`config.mk`:
```
export PLATFORM = sky130hd
export DESIGN_NAME = pong_dir_ctrl_flat
export DESIGN_NICKNAME = d
export VERILOG_FILES = /design/src/rtl/pong_pkg.sv /design/src/rtl/pong_dir_ctrl_if.sv /design/src/rtl/pong_hit_detect.sv /design/src/rtl/pong_dir_ctrl.sv /design/src/flat_wrapper.sv
export SDC_FILE = /design/constraint.sdc
export NUM_CORES = 1
export LEC_CHECK = 0
export BUFFER_PORTS_ARGS = -buffer_cell sky130_fd_sc_hd__buf_4
export CORE_ASPECT_RATIO = 0.9
export CORE_UTILIZATION = 30
export CTS_CLUSTER_SIZE = 28
export DETAILED_ROUTE_END_ITERATION = 8
export SYNTH_ARGS = -nofsm -noshare
export SYNTH_HDL_FRONTEND = slang
export SYNTH_SLANG_ARGS = --single-unit
```
`constraint.sdc`:
```
create_clock -name clk -period 1.6 [get_ports clk]
set_input_delay 0.08 -clock clk [delete_from_list [all_inputs] [get_ports clk]]
set_output_delay 0.08 -clock clk [all_outputs]
set_load 0.03 [all_outputs]
```
`src/rtl/pong_pkg.sv`:
```
// Shared types and constants for the pong direction/scoring controller.
package pong_pkg;

  typedef enum logic [1:0] {
    StIdle,
    StPlay,
    StScored,
    StGameOver
  } state_e;

  localparam logic [1:0] DIR_POS  = 2'b10;
  localparam logic [1:0] DIR_NEG  = 2'b01;
  localparam logic [1:0] DIR_NONE = 2'b00;

  localparam int unsigned DefScreenW  = 640;
  localparam int unsigned DefScreenH  = 480;
  localparam int unsigned DefBallSize = 8;
  localparam int unsigned DefPaddleW  = 8;
  localparam int unsigned DefPaddleH  = 64;
  localparam int unsigned DefPaddleLX = 16;
  localparam int unsigned DefPaddleRX = 616;
  localparam int unsigned DefWinScore = 7;

  // Score increment that never passes the winning total.
  function automatic logic [3:0] sat_inc(input logic [3:0] val, input logic [3:0] max);
    return (val >= max) ? max : val + 4'd1;
  endfunction

endpackage

```
`src/rtl/pong_dir_ctrl_if.sv`:
```
// Ball/paddle status in, direction/score/status out, between game logic and the controller.
interface pong_dir_ctrl_if;

  logic       pause;
  logic       ball_step;
  logic       serve;
  logic [9:0] x_pos;
  logic [9:0] y_pos;
  logic [9:0] pad_l_y;
  logic [9:0] pad_r_y;
  logic [1:0] x_dir;
  logic [1:0] y_dir;
  logic       ball_reload;
  logic [3:0] score_l;
  logic [3:0] score_r;
  logic       game_over;

  modport master (
    output pause, ball_step, serve, x_pos, y_pos, pad_l_y, pad_r_y,
    input  x_dir, y_dir, ball_reload, score_l, score_r, game_over
  );

  modport slave (
    input  pause, ball_step, serve, x_pos, y_pos, pad_l_y, pad_r_y,
    output x_dir, y_dir, ball_reload, score_l, score_r, game_over
  );

endinterface

```
`src/rtl/pong_hit_detect.sv`:
```
// Combinational paddle contact test: vertical overlap and ball edge at the paddle face.
module pong_hit_detect
  import pong_pkg::*;
#(
  parameter int unsigned BallSize   = DefBallSize,
  parameter int unsigned PaddleH    = DefPaddleH,
  // 0 compares the ball's left edge, BallSize compares its right edge
  parameter int unsigned EdgeOffset = 0
) (
  input  logic [9:0]  x_pos_i,
  input  logic [9:0]  y_pos_i,
  input  logic [9:0]  pad_y_i,
  input  logic [10:0] face_x_i,
  output logic        overlap_o,
  output logic        face_hit_o
);

  logic [10:0] ball_top;
  logic [10:0] ball_bot;
  logic [10:0] pad_top;
  logic [10:0] pad_bot;
  logic [10:0] ball_edge;

  always_comb begin
    ball_top  = {1'b0, y_pos_i};
    ball_bot  = {1'b0, y_pos_i} + 11'(BallSize);
    pad_top   = {1'b0, pad_y_i};
    pad_bot   = {1'b0, pad_y_i} + 11'(PaddleH);
    ball_edge = {1'b0, x_pos_i} + 11'(EdgeOffset);

    overlap_o  = (ball_bot > pad_top) && (ball_top < pad_bot);
    face_hit_o = (ball_edge == face_x_i);
  end

endmodule

```
`src/rtl/pong_dir_ctrl.sv`:
```
// Ball direction, bounce, miss and score controller feeding the ball position stage.
module pong_dir_ctrl
  import pong_pkg::*;
#(
  parameter int unsigned SCREEN_W   = DefScreenW,
  parameter int unsigned SCREEN_H   = DefScreenH,
  parameter int unsigned BALL_SIZE  = DefBallSize,
  parameter int unsigned PADDLE_W   = DefPaddleW,
  parameter int unsigned PADDLE_H   = DefPaddleH,
  parameter int unsigned PADDLE_L_X = DefPaddleLX,
  parameter int unsigned PADDLE_R_X = DefPaddleRX,
  parameter int unsigned WIN_SCORE  = DefWinScore
) (
  input logic             clk,
  input logic             reset,
  pong_dir_ctrl_if.slave  ctrl_io
);

  localparam logic [10:0] LFaceX   = 11'(PADDLE_L_X + PADDLE_W);
  localparam logic [10:0] RFaceX   = 11'(PADDLE_R_X);
  localparam logic [3:0]  WinScore = 4'(WIN_SCORE);

  state_e     state_q, state_d;
  logic [1:0] x_dir_q, x_dir_d;
  logic [1:0] y_dir_q, y_dir_d;
  logic [3:0] score_l_q, score_l_d;
  logic [3:0] score_r_q, score_r_d;
  logic       ball_reload_q, ball_reload_d;
  logic       game_over_q, game_over_d;
  logic       serve_right_q, serve_right_d;
  logic       y_toggle_q, y_toggle_d;

  logic overlap_l, face_l;
  logic overlap_r, face_r;

  pong_hit_detect #(
    .BallSize   (BALL_SIZE),
    .PaddleH    (PADDLE_H),
    .EdgeOffset (0)
  ) u_hit_l (
    .x_pos_i    (ctrl_io.x_pos),
    .y_pos_i    (ctrl_io.y_pos),
    .pad_y_i    (ctrl_io.pad_l_y),
    .face_x_i   (LFaceX),
    .overlap_o  (overlap_l),
    .face_hit_o (face_l)
  );

  pong_hit_detect #(
    .BallSize   (BALL_SIZE),
    .PaddleH    (PADDLE_H),
    .EdgeOffset (BALL_SIZE)
  ) u_hit_r (
    .x_pos_i    (ctrl_io.x_pos),
    .y_pos_i    (ctrl_io.y_pos),
    .pad_y_i    (ctrl_io.pad_r_y),
    .face_x_i   (RFaceX),
    .overlap_o  (overlap_r),
    .face_hit_o (face_r)
  );

  logic step_en, serve_en;
  logic miss_l, miss_r;
  logic wall_top, wall_bot;
  logic hit_l, hit_r;
  logic win_reached;

  always_comb begin
    step_en  = ctrl_io.ball_step & ~ctrl_io.pause;
    serve_en = ctrl_io.serve & ~ctrl_io.pause;

    miss_l   = (x_dir_q == DIR_NEG) && (ctrl_io.x_pos == 10'd0);
    miss_r   = (x_dir_q == DIR_POS) &&
               (({1'b0, ctrl_io.x_pos} + 11'(BALL_SIZE)) >= 11'(SCREEN_W));
    wall_top = (y_dir_q == DIR_NEG) && (ctrl_io.y_pos == 10'd0);
    wall_bot = (y_dir_q == DIR_POS) &&
               (({1'b0, ctrl_io.y_pos} + 11'(BALL_SIZE)) >= 11'(SCREEN_H));
    hit_l    = (x_dir_q == DIR_NEG) && face_l && overlap_l;
    hit_r    = (x_dir_q == DIR_POS) && face_r && overlap_r;

    win_reached = (score_l_q == WinScore) || (score_r_q == WinScore);
  end

  // State register
  always_ff @(posedge clk or posedge reset) begin
    if (reset) begin
      state_q <= StIdle;
    end else begin
      state_q <= state_d;
    end
  end

  // Next-state logic
  always_comb begin
    state_d = state_q;
    unique case (state_q)
      StIdle: begin
        if (serve_en) state_d = StPlay;
      end
      StPlay: begin
        if (step_en && (miss_l || miss_r)) state_d = StScored;
      end
      StScored: begin
        if (!ctrl_io.pause) state_d = win_reached ? StGameOver : StIdle;
      end
      StGameOver: begin
        state_d = StGameOver;
      end
    endcase
  end

  // Output and datapath next values; everything holds by default so pause freezes it all.
  always_comb begin
    x_dir_d       = x_dir_q;
    y_dir_d       = y_dir_q;
    score_l_d     = score_l_q;
    score_r_d     = score_r_q;
    ball_reload_d = 1'b0;
    game_over_d   = game_over_q;
    serve_right_d = serve_right_q;
    y_toggle_d    = y_toggle_q;

    unique case (state_q)
      StIdle: begin
        x_dir_d = DIR_NONE;
        y_dir_d = DIR_NONE;
        if (serve_en) begin
          x_dir_d    = serve_right_q ? DIR_POS : DIR_NEG;
          y_dir_d    = y_toggle_q ? DIR_NEG : DIR_POS;
          y_toggle_d = ~y_toggle_q;
        end
      end
      StPlay: begin
        if (step_en) begin
          if (miss_l) begin
            score_r_d     = sat_inc(score_r_q, WinScore);
            serve_right_d = 1'b0;
            ball_reload_d = 1'b1;
            x_dir_d       = DIR_NONE;
            y_dir_d       = DIR_NONE;
          end else if (miss_r) begin
            score_l_d     = sat_inc(score_l_q, WinScore);
            serve_right_d = 1'b1;
            ball_reload_d = 1'b1;
            x_dir_d       = DIR_NONE;
            y_dir_d       = DIR_NONE;
          end else begin
            // Wall and paddle flips are independent so a corner hit flips both axes.
            if (wall_top) y_dir_d = DIR_POS;
            else if (wall_bot) y_dir_d = DIR_NEG;
            if (hit_l) x_dir_d = DIR_POS;
            else if (hit_r) x_dir_d = DIR_NEG;
          end
        end
      end
      StScored: begin
        x_dir_d = DIR_NONE;
        y_dir_d = DIR_NONE;
        if (!ctrl_io.pause && win_reached) game_over_d = 1'b1;
      end
      StGameOver: begin
        x_dir_d     = DIR_NONE;
        y_dir_d     = DIR_NONE;
        game_over_d = 1'b1;
      end
    endcase
  end

  always_ff @(posedge clk or posedge reset) begin
    if (reset) begin
      x_dir_q       <= DIR_NONE;
      y_dir_q       <= DIR_NONE;
      score_l_q     <= 4'd0;
      score_r_q     <= 4'd0;
      ball_reload_q <= 1'b0;
      game_over_q   <= 1'b0;
      serve_right_q <= 1'b1;
      y_toggle_q    <= 1'b0;
    end else begin
      x_dir_q       <= x_dir_d;
      y_dir_q       <= y_dir_d;
      score_l_q     <= score_l_d;
      score_r_q     <= score_r_d;
      ball_reload_q <= ball_reload_d;
      game_over_q   <= game_over_d;
      serve_right_q <= serve_right_d;
      y_toggle_q    <= y_toggle_d;
    end
  end

  assign ctrl_io.x_dir       = x_dir_q;
  assign ctrl_io.y_dir       = y_dir_q;
  assign ctrl_io.score_l     = score_l_q;
  assign ctrl_io.score_r     = score_r_q;
  assign ctrl_io.ball_reload = ball_reload_q;
  assign ctrl_io.game_over   = game_over_q;

endmodule

```
`src/flat_wrapper.sv`:
```
// flat-port wrapper written by rule: the top's interface ports become plain ports
module pong_dir_ctrl_flat import pong_pkg::*;
#(
  parameter int unsigned SCREEN_W   = DefScreenW,
  parameter int unsigned SCREEN_H   = DefScreenH,
  parameter int unsigned BALL_SIZE  = DefBallSize,
  parameter int unsigned PADDLE_W   = DefPaddleW,
  parameter int unsigned PADDLE_H   = DefPaddleH,
  parameter int unsigned PADDLE_L_X = DefPaddleLX,
  parameter int unsigned PADDLE_R_X = DefPaddleRX,
  parameter int unsigned WIN_SCORE  = DefWinScore
)
  (clk, reset, ctrl_io_pause, ctrl_io_ball_step, ctrl_io_serve, ctrl_io_x_pos, ctrl_io_y_pos, ctrl_io_pad_l_y, ctrl_io_pad_r_y, ctrl_io_x_dir, ctrl_io_y_dir, ctrl_io_ball_reload, ctrl_io_score_l, ctrl_io_score_r, ctrl_io_game_over);
  pong_dir_ctrl_if ctrl_io_i ();
  input logic clk;
  input logic reset;
  input wire logic [$bits(ctrl_io_i.pause)-1:0] ctrl_io_pause;
  input wire logic [$bits(ctrl_io_i.ball_step)-1:0] ctrl_io_ball_step;
  input wire logic [$bits(ctrl_io_i.serve)-1:0] ctrl_io_serve;
  input wire logic [$bits(ctrl_io_i.x_pos)-1:0] ctrl_io_x_pos;
  input wire logic [$bits(ctrl_io_i.y_pos)-1:0] ctrl_io_y_pos;
  input wire logic [$bits(ctrl_io_i.pad_l_y)-1:0] ctrl_io_pad_l_y;
  input wire logic [$bits(ctrl_io_i.pad_r_y)-1:0] ctrl_io_pad_r_y;
  output wire logic [$bits(ctrl_io_i.x_dir)-1:0] ctrl_io_x_dir;
  output wire logic [$bits(ctrl_io_i.y_dir)-1:0] ctrl_io_y_dir;
  output wire logic [$bits(ctrl_io_i.ball_reload)-1:0] ctrl_io_ball_reload;
  output wire logic [$bits(ctrl_io_i.score_l)-1:0] ctrl_io_score_l;
  output wire logic [$bits(ctrl_io_i.score_r)-1:0] ctrl_io_score_r;
  output wire logic [$bits(ctrl_io_i.game_over)-1:0] ctrl_io_game_over;
  assign ctrl_io_i.pause = ctrl_io_pause;
  assign ctrl_io_i.ball_step = ctrl_io_ball_step;
  assign ctrl_io_i.serve = ctrl_io_serve;
  assign ctrl_io_i.x_pos = ctrl_io_x_pos;
  assign ctrl_io_i.y_pos = ctrl_io_y_pos;
  assign ctrl_io_i.pad_l_y = ctrl_io_pad_l_y;
  assign ctrl_io_i.pad_r_y = ctrl_io_pad_r_y;
  assign ctrl_io_x_dir = ctrl_io_i.x_dir;
  assign ctrl_io_y_dir = ctrl_io_i.y_dir;
  assign ctrl_io_ball_reload = ctrl_io_i.ball_reload;
  assign ctrl_io_score_l = ctrl_io_i.score_l;
  assign ctrl_io_score_r = ctrl_io_i.score_r;
  assign ctrl_io_game_over = ctrl_io_i.game_over;
  pong_dir_ctrl #(.SCREEN_W(SCREEN_W), .SCREEN_H(SCREEN_H), .BALL_SIZE(BALL_SIZE), .PADDLE_W(PADDLE_W), .PADDLE_H(PADDLE_H), .PADDLE_L_X(PADDLE_L_X), .PADDLE_R_X(PADDLE_R_X), .WIN_SCORE(WIN_SCORE)) u_core (.clk(clk), .reset(reset), .ctrl_io(ctrl_io_i));
endmodule
```
==> qor.yml <==
routed_via_density: 4.890
reg2reg_depth: 8
critPathLaunchType: "primary input"
grt_pass1_vias: 2357
vias: 2411
syn_area_per_cell_sq_um: 8.247
grt_max_degree: 19
placed_cell_area_sq_mm: 0.003259
hold_violations: 0
r2r_setup_slack_ns: -0.13
area_growth_syn_to_layout_pct: 55.26
preCtsSetupSlack_ns: -0.7290
netlist.area_leader.share: 0.2215
p_leak_uw: 0.001710
synth_nets: 359
setup_viol: 3
worstPathMaxFanout: 4
grt_use_total: 0.1715
slew_headroom: 0.5419
fin_crit_sh: 1.298
synth_seq_cells: 18
syn_inst: 274
worst_slack_ns: -0.4763
cts_root_buf: "clkbuf_8"
hpwl_um: 5370
peakVddDrop_mv: 0.3284
routabilityCongestion: 0.9094
path_clk_slew_ns: 0.07
synth_edf_count: 0
ys_async_sr_fraction: 1.000
ctsHtreeMaxLevel: 1
fp.dieW_um: 93.48
worst_slew_pin_slew_ns: 0.6864
postRouteAntennaNets: 0
path_class: "primary input to register"
hold_ws_ns: 0.1655
fillers: 686
final_cell_area_sq_mm: 0.003508
rsz0062_at_grt: "true"
min_path_cells: 4
wirelength_um: 6552
synth_cell_types: 55
clock-skew-final_ns: 0.004054
coreArea_sq_mm: 0.007184
cp-end-kind: "register"
numCtsBuffers: 3
wl_per_cell_um: 13.29
start_util: 0.3145
regArea_sq_um: 451.7
min_from: "ctrl_io_pause"
yosys_most_used_dff: "dfrtp_1"
portBuffers: 58
startpoint: "ctrl_io_y_pos[4]"
hold-path-endpoint: "u_core.ctrl_io.ball_reload"
cts_max_path_buffers: 2
synth_area_leaders: "ha_1, dfrtp_1, inv_1, xnor2_1, nand2_1"
route.detailed.drc: 0
dr.pass1.iters: 4
nets: 486
die_h_um: 84.34
first_iter_violations: 113
grt_pass1_wl_um: 10990
clk-insertion-delay-late_ns: 0.25
grtUsageMet1: 0.2500
maxCapViolCount: 0
rr_startpoint: "u_core.ctrl_io.x_dir[0]"
slew_viol_final: 0
ys_seq_area_frac: 0.1999
status: "finished, violations left"
cts_num_sinks: 18
multiInputGateArea_sq_mm: 0.001808
rows: 29
layout-drive-gt1-share: 0.4100
p_per_area_mw_per_mm2: 590.3
min_period_ns: 2.076
met3_usage: 0.01812
yosys.area.top_type: "ha_1"
reg2reg_to: "u_core.ctrl_io.x_dir[1]"
yosys_warnings: 0
instances_no_fill: 493
cts_tree: "done"
grt_overflow_total: 0
tns_ns: -0.9512
grt_util_met2: 0.2781
violations: "negative setup slack"
die_area_sq_mm: 0.007884
io_pins: 59
critPathArrivalTime_ns: 2.23
gr-max-usage-layer: "met2"
fmax_mhz: 481.6
dpl.cell_count: 482
n_antenna_cell: 0
syn-cell-area_sq_mm: 0.002260
hp-class: "primary input to register"
antenna_found_initial: 0
crit_required_ns: 1.75
through the flow:
step	power [uW]	utilization
2_1_floorplan	1169	-
3_3_place_gp	1640	0.4537
3_5_place_dp	1658	0.4537
4_1_cts	2015	0.4693
5_1_grt	2234	0.4883
6_report	2071	0.4883
layout by cell type, fill, tap and decap left out, types with 8 or more instances in the layout:
cell type,n
a21oi_1,15
buf_4,123
dfrtp_1,17
ha_1,37
inv_1,27
nand2_1,21
nand3_1,8
nor2_1,15
o21ai_0,13
xnor2_1,8
cell usage after synthesis (4+ instances only):
cell type and instances:
inv_1 27, nor2b_1 5, nand4_1 6, a21o_1 5
nor3_1 4, nand3_1 10, a31oi_1 4, o21a_1 4
ha_1 40, and3_1 6, clkbuf_1 4, a21oi_1 16
xnor2_1 10, nor4b_1 4, nor4_1 7, o21ai_0 14
dfrtp_1 17, nand2_1 23, nor2_1 15, o221ai_1 4
o211ai_1 4
report_power, final:
group          total (uW)  switching [uW]  internal (uW)  leakage (uW)
Sequential            599            61.0            538      0.000225
Clock                 324             148            177     0.0000228
Combinational        1150             564            583       0.00146
per-layer routing:
metal  wire (um)  up-vias
li1            -     1274
met2        2945       43
met1        3280     1092
met5           0        -
met4          28        0
met3         297        2
what timing repair did:
action / in CTS / in global routing
setup endpoints to repair: 2 / 13
hold endpoints to repair: 17 / 0
pin swaps: 3 / 15
buffers inserted: 2 / 5
hold buffers: 1 / 0
resized for setup: 12 / 17
critical path, stage by stage:
cell      delay (ns)
buf_8           0.08
and2_4          0.16
nand4_1         0.14
xnor2_2         0.19
ha_1            0.32
nand2_2         0.07
or4_4           0.42
o221ai_2        0.18
a211oi_2        0.05
a31o_1          0.25
buf_4           0.14
a21oi_2         0.11
nor2_1          0.05
worst max-delay path by stage:
| stage | endpoint | slack [ns] |
|---|---|---|
| finish | u_core.ctrl_io.x_dir[0] | -0.48 |
| global route | u_core.ctrl_io.x_dir[1] | -0.61 |
| CTS | u_core.ctrl_io.x_dir[1] | -0.41 |
| detailed placement | u_core.ctrl_io.x_dir[0] | -0.73 |
| global placement | u_core.ctrl_io.x_dir[0] | -0.73 |
| floorplan | u_core.ctrl_io.x_dir[1] | -0.56 |
registers in the layout, indices dropped and copies added (netlist names):
signal,cells
u_core.serve_right_q,1
u_core.ctrl_io.x_dir,2
u_core.ctrl_io.game_over,1
u_core.ctrl_io.y_dir,2
u_core.y_toggle_q,1
u_core.ctrl_io.score_r,4
u_core.ctrl_io.score_l,4
u_core.ctrl_io.ball_reload,1
u_core.state_q,2
cell families (layout without fill, tap and decap cells):
group	after synthesis	in the layout	share of synthesized area
buffers and inverters	33	159	0.05869
AND/OR/NAND/NOR	100	100	0.2481
XOR/XNOR	11	11	0.04263
multiplexers	2	2	0.009966
AO/OA/AOI/OAI	70	70	0.2193
adder cells (fa/ha/maj)	40	40	0.2215
flip-flops	18	18	0.1999
final cells by class:
| type | instances | area share |
|---|---|---|
| clock buffer | 4 | 0.01284 |
| timing repair buffer | 128 | 0.2810 |
| multi-input combinational | 223 | 0.5153 |
| tap | 93 | 0.03317 |
| inverter | 27 | 0.02889 |
| sequential | 18 | 0.1287 |
(Power assumes the default switching activity.)
